--- src/rtl/iob_axi2ibex.sv ---
// AXI4-Lite slave to Ibex-style memory request/response bridge.
// One holding register per AW/W/AR channel and one memory transaction in
// flight at a time. Optional build macro IOB_AXI2IBEX_RR_ARB_EN selects
// round-robin read/write arbitration; without it a pending write always wins.
//
// Handshake semantics: every AXI channel transfers on a rising clk_i edge where
// valid and ready are both high (and cke_i=1). The memory side follows the Ibex
// protocol: mem_req_o and its qualifiers hold steady until mem_gnt_i, and
// exactly one mem_rvalid_i pulse returns per granted request.
module iob_axi2ibex #(
  parameter int AXI_ADDR_W = 32,
  parameter int AXI_DATA_W = 32
) (
  input  logic                    clk_i,
  input  logic                    cke_i,
  input  logic                    rst_i,
  input  logic                    awvalid_i,
  output logic                    awready_o,
  input  logic [AXI_ADDR_W-3:0]   awaddr_i,
  input  logic                    wvalid_i,
  output logic                    wready_o,
  input  logic [AXI_DATA_W-1:0]   wdata_i,
  input  logic [AXI_DATA_W/8-1:0] wstrb_i,
  output logic                    bvalid_o,
  input  logic                    bready_i,
  output logic [1:0]              bresp_o,
  input  logic                    arvalid_i,
  output logic                    arready_o,
  input  logic [AXI_ADDR_W-3:0]   araddr_i,
  output logic                    rvalid_o,
  input  logic                    rready_i,
  output logic [AXI_DATA_W-1:0]   rdata_o,
  output logic [1:0]              rresp_o,
  output logic                    mem_req_o,
  output logic                    mem_we_o,
  output logic [AXI_DATA_W/8-1:0] mem_be_o,
  output logic [AXI_ADDR_W-3:0]   mem_addr_o,
  output logic [AXI_DATA_W-1:0]   mem_wdata_o,
  input  logic                    mem_gnt_i,
  input  logic                    mem_rvalid_i,
  input  logic [AXI_DATA_W-1:0]   mem_rdata_i,
  input  logic                    mem_err_i
);

  localparam int AW = AXI_ADDR_W - 2;
  localparam int SW = AXI_DATA_W / 8;

  typedef enum logic [2:0] {
    IDLE, RD_REQ, RD_WAIT, RD_RESP, WR_REQ, WR_WAIT, WR_RESP
  } state_t;

  state_t          state_q, state_d;
  logic            aw_full_q, aw_full_d;
  logic [AW-1:0]   aw_addr_q, aw_addr_d;
  logic            w_full_q, w_full_d;
  logic [AXI_DATA_W-1:0] w_data_q, w_data_d;
  logic [SW-1:0]   w_strb_q, w_strb_d;
  logic            ar_full_q, ar_full_d;
  logic [AW-1:0]   ar_addr_q, ar_addr_d;
  logic [AXI_DATA_W-1:0] rdata_q, rdata_d;
  logic [1:0]      resp_q, resp_d;
`ifdef IOB_AXI2IBEX_RR_ARB_EN
  logic            last_rd_q, last_rd_d;
`endif

  logic   wr_elig, rd_elig, pick_wr;
  state_t out_state;

  // Outputs are decoded from the state register, forced to IDLE during reset
  // so that everything (readys included) reads 0 while rst_i is high.
  always_comb begin
    out_state   = rst_i ? IDLE : state_q;
    awready_o   = ~aw_full_q & ~rst_i;
    wready_o    = ~w_full_q & ~rst_i;
    arready_o   = ~ar_full_q & ~rst_i;
    mem_req_o   = (out_state == RD_REQ) || (out_state == WR_REQ);
    mem_we_o    = (out_state == WR_REQ);
    mem_be_o    = '0;
    mem_addr_o  = '0;
    mem_wdata_o = '0;
    if (out_state == RD_REQ) begin
      mem_be_o   = '1;
      mem_addr_o = ar_addr_q;
    end else if (out_state == WR_REQ) begin
      mem_be_o    = w_strb_q;
      mem_addr_o  = aw_addr_q;
      mem_wdata_o = w_data_q;
    end
    rvalid_o = (out_state == RD_RESP);
    rdata_o  = rvalid_o ? rdata_q : '0;
    rresp_o  = rvalid_o ? resp_q : 2'b00;
    bvalid_o = (out_state == WR_RESP);
    bresp_o  = bvalid_o ? resp_q : 2'b00;
  end

  // Arbitration between a complete write (AW+W) and a held read.
  always_comb begin
    wr_elig = aw_full_q & w_full_q;
    rd_elig = ar_full_q;
`ifdef IOB_AXI2IBEX_RR_ARB_EN
    pick_wr = wr_elig & (~rd_elig | last_rd_q);
`else
    pick_wr = wr_elig;
`endif
  end

  // Next-state logic: FSM transitions, holding-register fill and release.
  always_comb begin
    state_d   = state_q;
    aw_full_d = aw_full_q;
    aw_addr_d = aw_addr_q;
    w_full_d  = w_full_q;
    w_data_d  = w_data_q;
    w_strb_d  = w_strb_q;
    ar_full_d = ar_full_q;
    ar_addr_d = ar_addr_q;
    rdata_d   = rdata_q;
    resp_d    = resp_q;
`ifdef IOB_AXI2IBEX_RR_ARB_EN
    last_rd_d = last_rd_q;
`endif

    case (state_q)
      IDLE: begin
        if (pick_wr) begin
`ifdef IOB_AXI2IBEX_RR_ARB_EN
          last_rd_d = 1'b0;
`endif
          if (w_strb_q == '0) begin
            // Nothing to write: answer OKAY without touching memory.
            resp_d    = 2'b00;
            aw_full_d = 1'b0;
            w_full_d  = 1'b0;
            state_d   = WR_RESP;
          end else begin
            state_d = WR_REQ;
          end
        end else if (rd_elig) begin
`ifdef IOB_AXI2IBEX_RR_ARB_EN
          last_rd_d = 1'b1;
`endif
          state_d = RD_REQ;
        end
      end
      RD_REQ: if (mem_gnt_i) state_d = RD_WAIT;
      RD_WAIT: begin
        if (mem_rvalid_i) begin
          rdata_d   = mem_rdata_i;
          resp_d    = mem_err_i ? 2'b10 : 2'b00;
          ar_full_d = 1'b0;
          state_d   = RD_RESP;
        end
      end
      RD_RESP: if (rready_i) state_d = IDLE;
      WR_REQ: if (mem_gnt_i) state_d = WR_WAIT;
      WR_WAIT: begin
        if (mem_rvalid_i) begin
          resp_d    = mem_err_i ? 2'b10 : 2'b00;
          aw_full_d = 1'b0;
          w_full_d  = 1'b0;
          state_d   = WR_RESP;
        end
      end
      WR_RESP: if (bready_i) state_d = IDLE;
      default: state_d = IDLE;
    endcase

    // A register can only accept when empty, and is only released when
    // full, so fill and release never collide in the same cycle.
    if (awvalid_i && awready_o) begin
      aw_full_d = 1'b1;
      aw_addr_d = awaddr_i;
    end
    if (wvalid_i && wready_o) begin
      w_full_d = 1'b1;
      w_data_d = wdata_i;
      w_strb_d = wstrb_i;
    end
    if (arvalid_i && arready_o) begin
      ar_full_d = 1'b1;
      ar_addr_d = araddr_i;
    end
  end

  // State registers: reset wins over the clock enable.
  always_ff @(posedge clk_i) begin
    if (rst_i) begin
      state_q   <= IDLE;
      aw_full_q <= 1'b0;
      aw_addr_q <= '0;
      w_full_q  <= 1'b0;
      w_data_q  <= '0;
      w_strb_q  <= '0;
      ar_full_q <= 1'b0;
      ar_addr_q <= '0;
      rdata_q   <= '0;
      resp_q    <= 2'b00;
`ifdef IOB_AXI2IBEX_RR_ARB_EN
      last_rd_q <= 1'b1;
`endif
    end else if (cke_i) begin
      state_q   <= state_d;
      aw_full_q <= aw_full_d;
      aw_addr_q <= aw_addr_d;
      w_full_q  <= w_full_d;
      w_data_q  <= w_data_d;
      w_strb_q  <= w_strb_d;
      ar_full_q <= ar_full_d;
      ar_addr_q <= ar_addr_d;
      rdata_q   <= rdata_d;
      resp_q    <= resp_d;
`ifdef IOB_AXI2IBEX_RR_ARB_EN
      last_rd_q <= last_rd_d;
`endif
    end
  end

endmodule

--- config.mk ---
export PLATFORM = sky130hd
export DESIGN_NAME = iob_axi2ibex
export DESIGN_NICKNAME = d
export VERILOG_FILES = /design/src/rtl/iob_axi2ibex.sv
export SDC_FILE = /design/constraint.sdc
export NUM_CORES = 1
export LEC_CHECK = 0
export BUFFER_PORTS_ARGS = -buffer_cell sky130_fd_sc_hd__buf_2
export CELL_PAD_IN_SITES_DETAIL_PLACEMENT = 1
export CELL_PAD_IN_SITES_GLOBAL_PLACEMENT = 2
export CORE_MARGIN = 4
export CORE_UTILIZATION = 27
export DETAILED_ROUTE_END_ITERATION = 7
export PLACE_DENSITY_LB_ADDON = 0.1
export SKIP_CTS_REPAIR_TIMING = 1
export SYNTH_ARGS = -nofsm -noshare
export SYNTH_HDL_FRONTEND = slang
export SYNTH_SLANG_ARGS = --single-unit
--- constraint.sdc ---
create_clock -name clk_i -period 3.55 [get_ports clk_i]
set_clock_uncertainty 0.15 [all_clocks]
set_input_delay 0.5325 -clock clk_i [delete_from_list [all_inputs] [get_ports clk_i]]
set_output_delay 0.5325 -clock clk_i [all_outputs]
set_load 0.01 [all_outputs]
==> results.md, run 1 <==
- Worst hold path type: input port to flip-flop
- Most frequent cells after synthesis: 266 x nand2_1, 135 x dfxtp_1, 133 x a21oi_1
- Mapped Avg Cell Area: between 7 and 8 um^2
- Clock buffer depth: 2
- WL per Instance: ~16 um
- Crit path launch type: flip-flop
- Share of the yosys chip area belonging to registers: between 40% and 50%
- Sink Count: around 140
- Max Slew Vio Count: 0
- First-pass GRT wire length: ~32000 um
- Dpl cells: 1225
- Die height: 155 um
- Clk_lat worst skew: approximately 0.4 ns
- Final setup margin: ~0.67 ns
- Placer Congestion: roughly 0.73
- EDFF count, synth: 0
- I/O pin count: around 250
- 1st-pass router iterations: 4
- Min Hold Slack: slightly below 0.2 ns
- DIE WIDTH: between 150 and 200 um
- Share of the synthesized area in the top cell type: a little under half
- DP HPWL: between 10000 and 15000 um
- FP Rows: 53
- Setup TNS: 0 ns
- Vias per cell: 4.55
- Core area: between 20000 and 25000 um^2
- Max Fanout on Critical Path: 44
- Max cap viols: 0
- Main synth FF type: dfxtp_1
- Layout cells sized above 1: between 30% and 40%
- Drt drc: 0
- Arr. time, crit path: around 2.2 ns
- Run status: completed
- Layout fillers: 2685
- Initial antenna violation count: 3
- Ys async rst share: 0%
- Largest cells by area after synthesis: dfxtp_1 47%, nand2_1 17%, a21oi_1 11%, and2_1 7.1%, a22o_1 4.5%
- Largest net degree at the start of global routing: 76
- Worst Setup End Kind: output port
- CTS buffer count: 17
- Most numerous cell in the Yosys netlist: nand2_1
- Layout Cells excl Fill: about 1300
- P_leak: 3.35 nW
- Post-Place Worst Slack: between 0.9 and 1 ns
- RSZ-0062 raised after global routing: no
- #FFs+latches synth: about 140
- Grt ovf: 0
- Post-Layout Inst Area: a little under 8000 um^2
- Clock root buffer master: clkbuf_16
- Post-layout util: between 30% and 40%
- Routed vias: around 5700
- Clock-pin transition on the worst setup and hold timing paths: approximately 0.060 ns
- Endpoints failing hold: 0
- Highest clock rate: 0.347 GHz
- Final Cycle Share: approximately four fifths
- Headroom to the max-slew limit: about 44%
- CTS tree: built
- Syn-to-layout area delta: 34.6%
- Nets@finish: 1108
- Placed inst area: ~7000 um^2
- Final ANT Viol Nets: 0
- Total global routing track utilization: between 10% and 20%
- Total chip power: 3.78 mW
- Peak VDD IR: ~300 uV
- Multi-input logic area: between 2000 and 3000 um^2
- Crit Path Class: flip-flop to output port
- PwrDens: between 400 and 500 nW/um^2
- Initial Util: between 20% and 30%
- Leading area contributor after synthesis: dfxtp_1
- Post-Syn Area: a little under 6000 um^2
- Yosys Warn Count: 0
- FF/Latch Area: about 2700 um^2
- Worst-margin pin slew: 0.838 ns
- Post-synth cell types: 50
- CP Data Required Time: ~2.9 ns
- Die ar.: approximately 24000 um^2
- Minimum clock period: roughly 2.9 ns
- Number of port buffers: about 250
- Vias in the first global route: 5843
- Final WL: roughly 20000 um
- H-tree levels: 4
- Setup Viol. Count Final: 0
- Cells after Synth: 750
- Initial detailed-routing violation count: 261
-- critical path, cell delays in order (launching register included) --
cell and delay, ns:
dfxtp_1 0.64, nand2_1 0.24, nor3_4 0.18, buf_4 0.37, a22o_1 0.22, buf_2 0.13
-- flip-flops by register name, indices dropped and copies added, names as in the netlist --
name	count
ar_addr_q	30
ar_full_q	1
resp_q	1
w_data_q	32
rdata_q	32
w_strb_q	4
aw_full_q	1
aw_addr_q	30
w_full_q	1
state_q	3
-- final timing paths --
check,cells past startpoint,start,to,slack [ns]
hold reg to reg,2,rdata_q[29],rdata_q[29],0.30
hold / removal,3,awaddr_i[23],aw_addr_q[23],0.20
setup / recovery,5,state_q[2],mem_addr_o[3],0.67
setup reg to reg,5,state_q[1],rdata_q[15],1.48
-- area by class of cell --
cell class	instances	area share (%)
Tap cell	275	4.40
Inverter	1	0.0481
Sequential cell	135	34.6
Clock buffer	21	6.15
Multi-Input combinational cell	554	36.0
Antenna cell	1	0.0320
Clock inverter	11	1.44
Timing Repair Buffer	260	17.3
-- routing by layer --
| layer | up-vias | track usage (%) | part of all wire, % |
|---|---|---|---|
| met2 | 147 | 26.2 | 45 |
| met4 | 4 | 4.16 | 1.0 |
| met3 | 17 | 6.07 | 7.0 |
| li1 | 2911 | - | - |
| met5 | - | 0 | 0.10 |
| met1 | 2646 | 21.6 | 47 |
-- layout by cell type (no fill, tap or decap), types with 2 or more instances in the layout --
cell type and instances:
a21oi_1 133, clkbuf_8 4, dfxtp_1 135, nor2_1 5
inv_6 5, clkbuf_16 17, and2_1 66, buf_4 15
mux2_1 2, nand3b_1 3, a22o_1 30, nor2b_1 3
conb_1 2, a211oi_1 2, o21ai_1 3, buf_2 244
clkinvlp_4 4, nor3b_4 2, nor3b_2 3, nand2_1 266
nand2b_1 3
-- power by group --
part / internal (mW) / switching, mW / total, mW
combinational: 0.165 / 0.231 / 0.397
sequential: 1.57 / 0.0472 / 1.62
clock: 1.05 / 0.711 / 1.76
-- cells by family after synthesis --
group	Yosys count	synth area share, %
other	1	0.0646
AOI/OAI and AO/OA	185	19.0
muxes	3	0.561
DFF	135	46.6
and+or+nand+nor	364	28.4
buffers and inverters	62	5.39
No activity file was read; power rests on OpenSTA's default activity.
==> inputs of run 2 (changes only) <==
Settings changed: ABC_AREA set to 1, CORE_UTILIZATION 27 to 25.
Clock period 3.55 ns to 2.78 ns, I/O delays scaled along.
==> run 2 against run 1 <==
Setup slack worse by 0.41 ns. Critical endpoint is now mem_addr_o[7]. Critical path depth up 1. Clock power up 29%. Non-clock buffer count up 1. Largest cell class is now registers. Final cell count up 3.4%. Count of clock-buffer cells in the layout down 1. Critical path type unchanged. Largest power group unchanged. Via count up 3.0%. Sequential cell count unchanged.
==> results.md, run 2 <==
- Syn-to-layout area delta: 35.6%
- Cells after Synth: 778 (+3.7%)
- Final setup margin: 0.263 ns (-0.408 ns)
- Grt ovf: 0 (unchanged)
- Minimum clock period: around 2.5 ns
- Final ANT Viol Nets: 0 (unchanged)
- Peak VDD IR: 338 uV (+13%)
- Initial detailed-routing violation count: 227 (-13%)
- Final Cycle Share: between 90% and 100%
- Most frequent cells after synthesis: 203 x nor2_1, 135 x dfxtp_1, 106 x o21ai_0
- Setup TNS: 0 ns (unchanged)
- #FFs+latches synth: 135 (unchanged)
- Worst-margin pin slew: 1.06 ns (+0.226 ns)
- Initial antenna violation count: 6 (+3)
- Pint: 3.85 mW (+38%)
- Post-Place Worst Slack: 0.547 ns (-0.453 ns)
- Clk_lat worst skew: 0.41 ns (about the same)
- Largest net degree at the start of global routing: 73 (-3.9%)
- Slowest cell on the critical path: dfxtp_1
- I/O pin count: 248 (unchanged)
- Layout Cells excl Fill: 1301 (+3.4%)
- First-pass GRT wire length: 32600 um (+2.8%)
- Layout fillers: 2833 (+5.5%)
- Core area: 22600 um^2 (+7.0%)
- Headroom to the max-slew limit: 29.0% (-15 points)
- DP HPWL: 14400 um (+4.2%)
- Ys async rst share: 0% (unchanged)
- P_leak: 3.47 nW (+3.5%)
- Mapped Avg Cell Area: 7.36 um^2 (-4.9%)
- Max Fanout on Critical Path: 32 (-27%)
- DIE WIDTH: 159 um (+3.1%)
- CP cell instances: inv_2 > nand2_1 > nor2_2 > buf_4 > a32o_1 > buf_2
- Total global routing track utilization: 15.9% (-0.72 points)
- Clock root buffer master: clkbuf_16
- Die ar.: 25400 um^2 (+6.2%)
- Sink Count: 135 (unchanged)
- Endpoints failing hold: 0 (unchanged)
- Seq pwr share: 39.4% (-3.5 points)
- Setup Viol. Count Final: 0 (unchanged)
- Commonest non-fill, non-tap cell in the layout: buf_2
- PwrDens: 721 nW/um^2 (+49%)
- Post-synth cell types: 26 (-48%)
- Nets@finish: 1139 (+2.8%)
- P_sw: 1.76 mW (+77%)
- Share of the yosys chip area belonging to registers: 47.2% (+0.62 points)
- Arr. time, crit path: 1.95 ns (-0.25 ns)
- Die height: 159 um (+3.1%)
- Main synth FF type: dfxtp_1
- Switching Fraction: 31.3% (+5.1 points)
- Met2 usage in global routing: 24.3% (-1.9 points)
- Largest cells by area after synthesis: dfxtp_1 47%, nor2_1 13%, o21ai_0 9.3%, a21oi_1 6.0%, a32o_1 5.2%
- Largest registers: rdata_q: 32 flops, w_data_q: 32 flops
- Total chip power: 5.60 mW (+48%)
- Drt drc: 0 (unchanged)
- Min Hold Slack: 0.0992 ns (-0.0981 ns)
- 1st-pass router iterations: 4 (unchanged)
- Share of the synthesized area in the top cell type: 47.2% (+0.62 points)
- Delay of the slowest cell on the worst path: 0.40 ns (-0.24 ns)
- Run status: completed
- Vias per cell: 4.53 (-0.37%)
- Yosys Warn Count: 0 (unchanged)
- Crit Path Class: flip-flop to output port
- Clock buffer depth: 2 (unchanged)
- Layout cells sized above 1: 30.6% (-0.46 points)
- Most Crowded Layer GR: met2
- CTS buffer count: 17 (unchanged)
- Most numerous cell in the Yosys netlist: nor2_1
- Most frequent cells in the layout: 245 x buf_2, 202 x nor2_1, 134 x dfxtp_1, 106 x o21ai_0, 77 x inv_1
- FP Rows: 55 (+3.8%)
- Met1 GRT Util: 20.9% (-0.74 points)
- CP Data Required Time: 2.21 ns (-0.66 ns)
- Highest clock rate: slightly below 0.4 GHz
- RSZ-0062 raised after global routing: no
- H-tree levels: 4 (unchanged)
- Placed inst area: 7160 um^2 (-0.78%)
- Final WL: 20400 um (+1.4%)
- Worst hold path type: input port to flip-flop
- WL per Instance: 15.7 um (-1.9%)
- Routed vias: 5899 (+3.0%)
- Worst Setup End Kind: output port
- Number of port buffers: 245 (unchanged)
- Vias in the first global route: 6022 (+3.1%)
- Placer Congestion: 0.733 (about the same)
- Max Slew Vio Count: 0 (unchanged)
- Dpl cells: 1266 (+3.3%)
- Initial Util: 25.4% (-2.1 points)
- M3 GR Usage: 5.95% (-0.12 points)
- Leading area contributor after synthesis: dfxtp_1
- Post-layout util: 34.4% (-2.6 points)
- Gate power share: 20.0% (+9.5 points)
- Post-Syn Area: 5730 um^2 (-1.3%)
- Crit path launch type: flip-flop
- CTS tree: built
- Post-Layout Inst Area: 7760 um^2 (-0.61%)
- Clock-pin transition on the worst setup and hold timing paths: 0.06 ns (about the same)
- Max cap viols: 0 (unchanged)
- EDFF count, synth: 0 (unchanged)
- Clk pwr share: 40.6% (-6.0 points)
==> run 2: cell count changes in the layout (fill, tap and decap cells not counted), moves of 7 or more <==
cell and delta:
and2_1 -66, a22o_1 -30, inv_1 +77, nor2_2 +7, nor2_1 +197, o21ai_1 +21
a32o_1 +30, nand3_1 +10, nand2_1 -224, a21oi_1 -64, o21ai_0 +105
==> run 2: layout make-up <==
| type | count | area (um^2) | share of cell area [%] |
|---|---|---|---|
| Clock inverter | 12 | 143 | 1.84 |
| Sequential cell | 135 | 2700 | 34.8 |
| Antenna cell | 3 | 7.51 | 0.0967 |
| Tap cell | 285 | 357 | 4.59 |
| Timing Repair Buffer | 261 | 1390 | 17.9 |
| Clock buffer | 20 | 447 | 5.75 |
| Inverter | 82 | 310 | 4.00 |
| Multi-Input combinational cell | 503 | 2410 | 31.0 |
==> run 2: kinds of logic (layout without fill, tap and decap cells) <==
logic type             after synthesis  after routing  share of synthesized area (%)
buffers and inverters              141            375                           10.9
other                                1              5                         0.0655
AOI/OAI and AO/OA                  231            231                           22.9
and+or+nand+nor                    270            270                           18.9
DFF                                135            135                           47.2
==> run 2: worst paths after layout <==
path	startpoint	end	slack [ns]	cells past startpoint
max	state_q[1]	mem_addr_o[7]	0.26	6
min	araddr_i[25]	ar_addr_q[25]	0.1	3
max reg2reg	state_q[0]	rdata_q[2]	0.92	7
min reg2reg	rdata_q[23]	rdata_q[23]	0.30	2
==> run 2: worst max-delay path: cells and delay by family, from the launching register on <==
family | cells | cell delay (ns)
buffers and inverters | 3 | 0.66
AOI/OAI and AO/OA | 1 | 0.27
DFF | 1 | 0.40
and+or+nand+nor | 2 | 0.19
==> run 2: layer usage <==
layer,up-vias,routed length (um)
li1,2978,-
met1,2727,9750
met2,166,8840
met3,22,1500
met4,6,260
met5,-,29
==> run 2: power groups by stage <==
stage | sequential [mW] | combinational (mW) | clock (mW)
final | 2.21 | 1.12 | 2.27
after global routing | 2.23 | 1.30 | 2.44
after floorplan | 2.20 | 0.788 | 0
after global placement | 2.25 | 1.14 | 0
after CTS | 2.21 | 1.15 | 2.36
after detailed placement | 2.25 | 1.15 | 0
==> inputs of run 3 (changes only) <==
Settings changed: CORE_UTILIZATION 25 to 26, CTS_BUF_LIST set to sky130_fd_sc_hd__clkbuf_4, GPL_ROUTABILITY_DRIVEN set to 0.
==> run 3 against run 2 <==
The run now ends with negative hold slack left. Cell area rose by 10%. Non-clock buffer count up 105. Sequential cell count did not move. Count of clock-buffer cells in the layout shrank 2. Critical path type unchanged. Critical endpoint is now mem_addr_o[20]. Largest cell class unchanged. Largest power group is now registers. Highest routed layer unchanged.
==> results.md, run 3 (synthesis results as in run 2) <==
- Drt drc: 0 (unchanged)
- Failing checks: negative hold slack
- Clk_lat worst skew: 0.54 ns (+0.13 ns)
- Initial detailed-routing violation count: 220 (-3.1%)
- Grt ovf: 0 (unchanged)
- P_leak: 3.80 nW (+9.3%)
- Endpoints failing hold: 4 (+4)
- Largest registers: rdata_q: 32 flops, w_data_q: 32 flops
- Vias in the first global route: 5641 (-6.3%)
- Arr. time, crit path: 2.05 ns (+0.10 ns)
- Post-layout util: 39.3% (+4.9 points)
- DIE WIDTH: 156 um (-1.8%)
- Core area: 21800 um^2 (-3.6%)
- CP Data Required Time: 2.21 ns (about the same)
- Met2 usage in global routing: 26.4% (+2.1 points)
- Most frequent cells in the layout: 245 x buf_2, 202 x nor2_1, 134 x dfxtp_1, 106 x o21ai_0, 102 x dlygate4sd3_1
- Sink Count: 135 (unchanged)
- Largest net degree at the start of global routing: 56 (-23%)
- Die ar.: 24500 um^2 (-3.7%)
- Post-Place Worst Slack: 0.562 ns (+0.0155 ns)
- First-pass GRT wire length: 30800 um (-5.5%)
- Number of port buffers: 245 (unchanged)
- Setup Viol. Count Final: 0 (unchanged)
- Run status: finished, violations left
- Syn-to-layout area delta: 49.2%
- Headroom to the max-slew limit: 65.2% (+36 points)
- Crit Path Class: flip-flop to output port
- Max Fanout on Critical Path: 32 (unchanged)
- Minimum clock period: 2.62 ns (+0.101 ns)
- Worst-margin pin slew: 0.521 ns (-0.543 ns)
- Most Crowded Layer GR: met2
- CTS tree: built
- Final WL: 20900 um (+2.5%)
- FP Rows: 54 (-1.8%)
- Nets@finish: 1244 (+9.2%)
- I/O pin count: 248 (unchanged)
- Total global routing track utilization: 15.9% (+0.028 points)
- Reg2reg path depth: 6 (-1)
- Die height: 156 um (-1.8%)
- M3 GR Usage: 4.42% (-1.5 points)
- Hold wc startpoint: awaddr_i[8]
- RSZ-0062 raised after global routing: no
- Clock buffer depth: 2 (unchanged)
- H-tree levels: 4 (unchanged)
- Routed vias: 6245 (+5.9%)
- Final ANT Viol Nets: 0 (unchanged)
- Highest clock rate: 0.382 GHz (-3.9%)
- Final setup margin: 0.162 ns (-0.101 ns)
- Setup TNS: 0 ns (unchanged)
- CTS buffer count: 17 (unchanged)
- Final Cycle Share: 94.2% (+3.6 points)
- R2R Setup Slk: 0.71 ns (-0.21 ns)
- PwrDens: 583 nW/um^2 (-19%)
- Met1 GRT Util: 20.1% (-0.75 points)
- Worst hold stages: 3 (unchanged)
- Worst Setup End Kind: output port
- Peak VDD IR: 188 uV (-44%)
- Worst r2r src: state_q[1]
- Clock-pin transition on the worst setup and hold timing paths: 0.12 ns (+0.06 ns)
- Crit path launch type: flip-flop
- Initial antenna violation count: 3 (-3)
- Total chip power: 4.98 mW (-11%)
- Commonest non-fill, non-tap cell in the layout: buf_2
- DP HPWL: 14500 um (+0.94%)
- Max cap viols: 0 (unchanged)
- Worst reg2reg endpoint: rdata_q[3]
- Clock root buffer master: clkbuf_4
- WL per Instance: 14.9 um (-4.8%)
- Min Hold Slack: -0.00855 ns (-0.108 ns)
- 1st-pass router iterations: 4 (unchanged)
- Vias per cell: 4.46 (-1.6%)
- Worst hold path type: input port to flip-flop
- Initial Util: 26.3% (+0.95 points)
- Max Slew Vio Count: 0 (unchanged)
- Min-Delay Endpoint: aw_addr_q[8]
- Layout cells sized above 1: 28.1% (-2.5 points)
## run 3: cell types whose count changed in the layout (fill, tap and decap cells not counted), sizes merged
cell,delta
dlygate4sd3,+102
buf,+3
bufinv,+2
clkbuf,-2
clkinvlp,+2
clkinv,-1
diode,-1
inv,-1
## run 3: area by class of cell
| type | instances | area (um^2) |
|---|---|---|
| well taps | 280 | 350 |
| repair buffers | 366 | 2430 |
| diodes | 2 | 5.00 |
| flip-flops and latches | 135 | 2700 |
| multi-input cells | 503 | 2410 |
| inverters | 82 | 313 |
| fillers | 2770 | 13200 |
| clock buffers | 18 | 135 |
| clock inverters | 14 | 199 |
## run 3: layer usage
metal	vias up	routed length (um)	share of wire [%]
met5	-	7	0.034
met2	161	10200	49
met1	2879	9330	45
li1	3183	-	-
met4	2	246	1.2
met3	20	1120	5.3
## run 3: report_power, final
group	leakage (nW)	switching, mW	internal [mW]	total (mW)
Sequential	1.10	0.106	2.10	2.21
Clock	0.167	0.803	0.732	1.54
Combinational	2.53	0.758	0.479	1.24
Total	3.80	1.67	3.31	4.98
## run 3: how the worst max path moves through the flow
stage               slack [ns]              to  startpoint  depth (start not counted)
finish                    0.16  mem_addr_o[20]  state_q[1]                          6
detailed placement        0.56  mem_addr_o[20]  state_q[2]                          5
global placement          0.55  mem_addr_o[20]  state_q[2]                          5
global route              0.03     rdata_o[14]  state_q[0]                          6
CTS                      -0.11  mem_addr_o[20]  state_q[2]                          5
floorplan                 0.95     rdata_o[10]  state_q[2]                          5
## run 3: per-stage QoR
step / instances / area [um^2]
final: 1400 / 8550
after detailed placement: 1264 / 7160
after global placement: 1264 / 7160
after global routing: 1400 / 8550
after CTS: 1296 / 7500
after floorplan: 779 / 5730
## run 3: worst max-delay path, stage by stage, from the launching register on
cell and delay [ns]:
dfxtp_1 0.41, inv_2 0.14, nand2_1 0.08, nor2_2 0.13, buf_6 0.30, a32o_1 0.28, buf_2 0.15
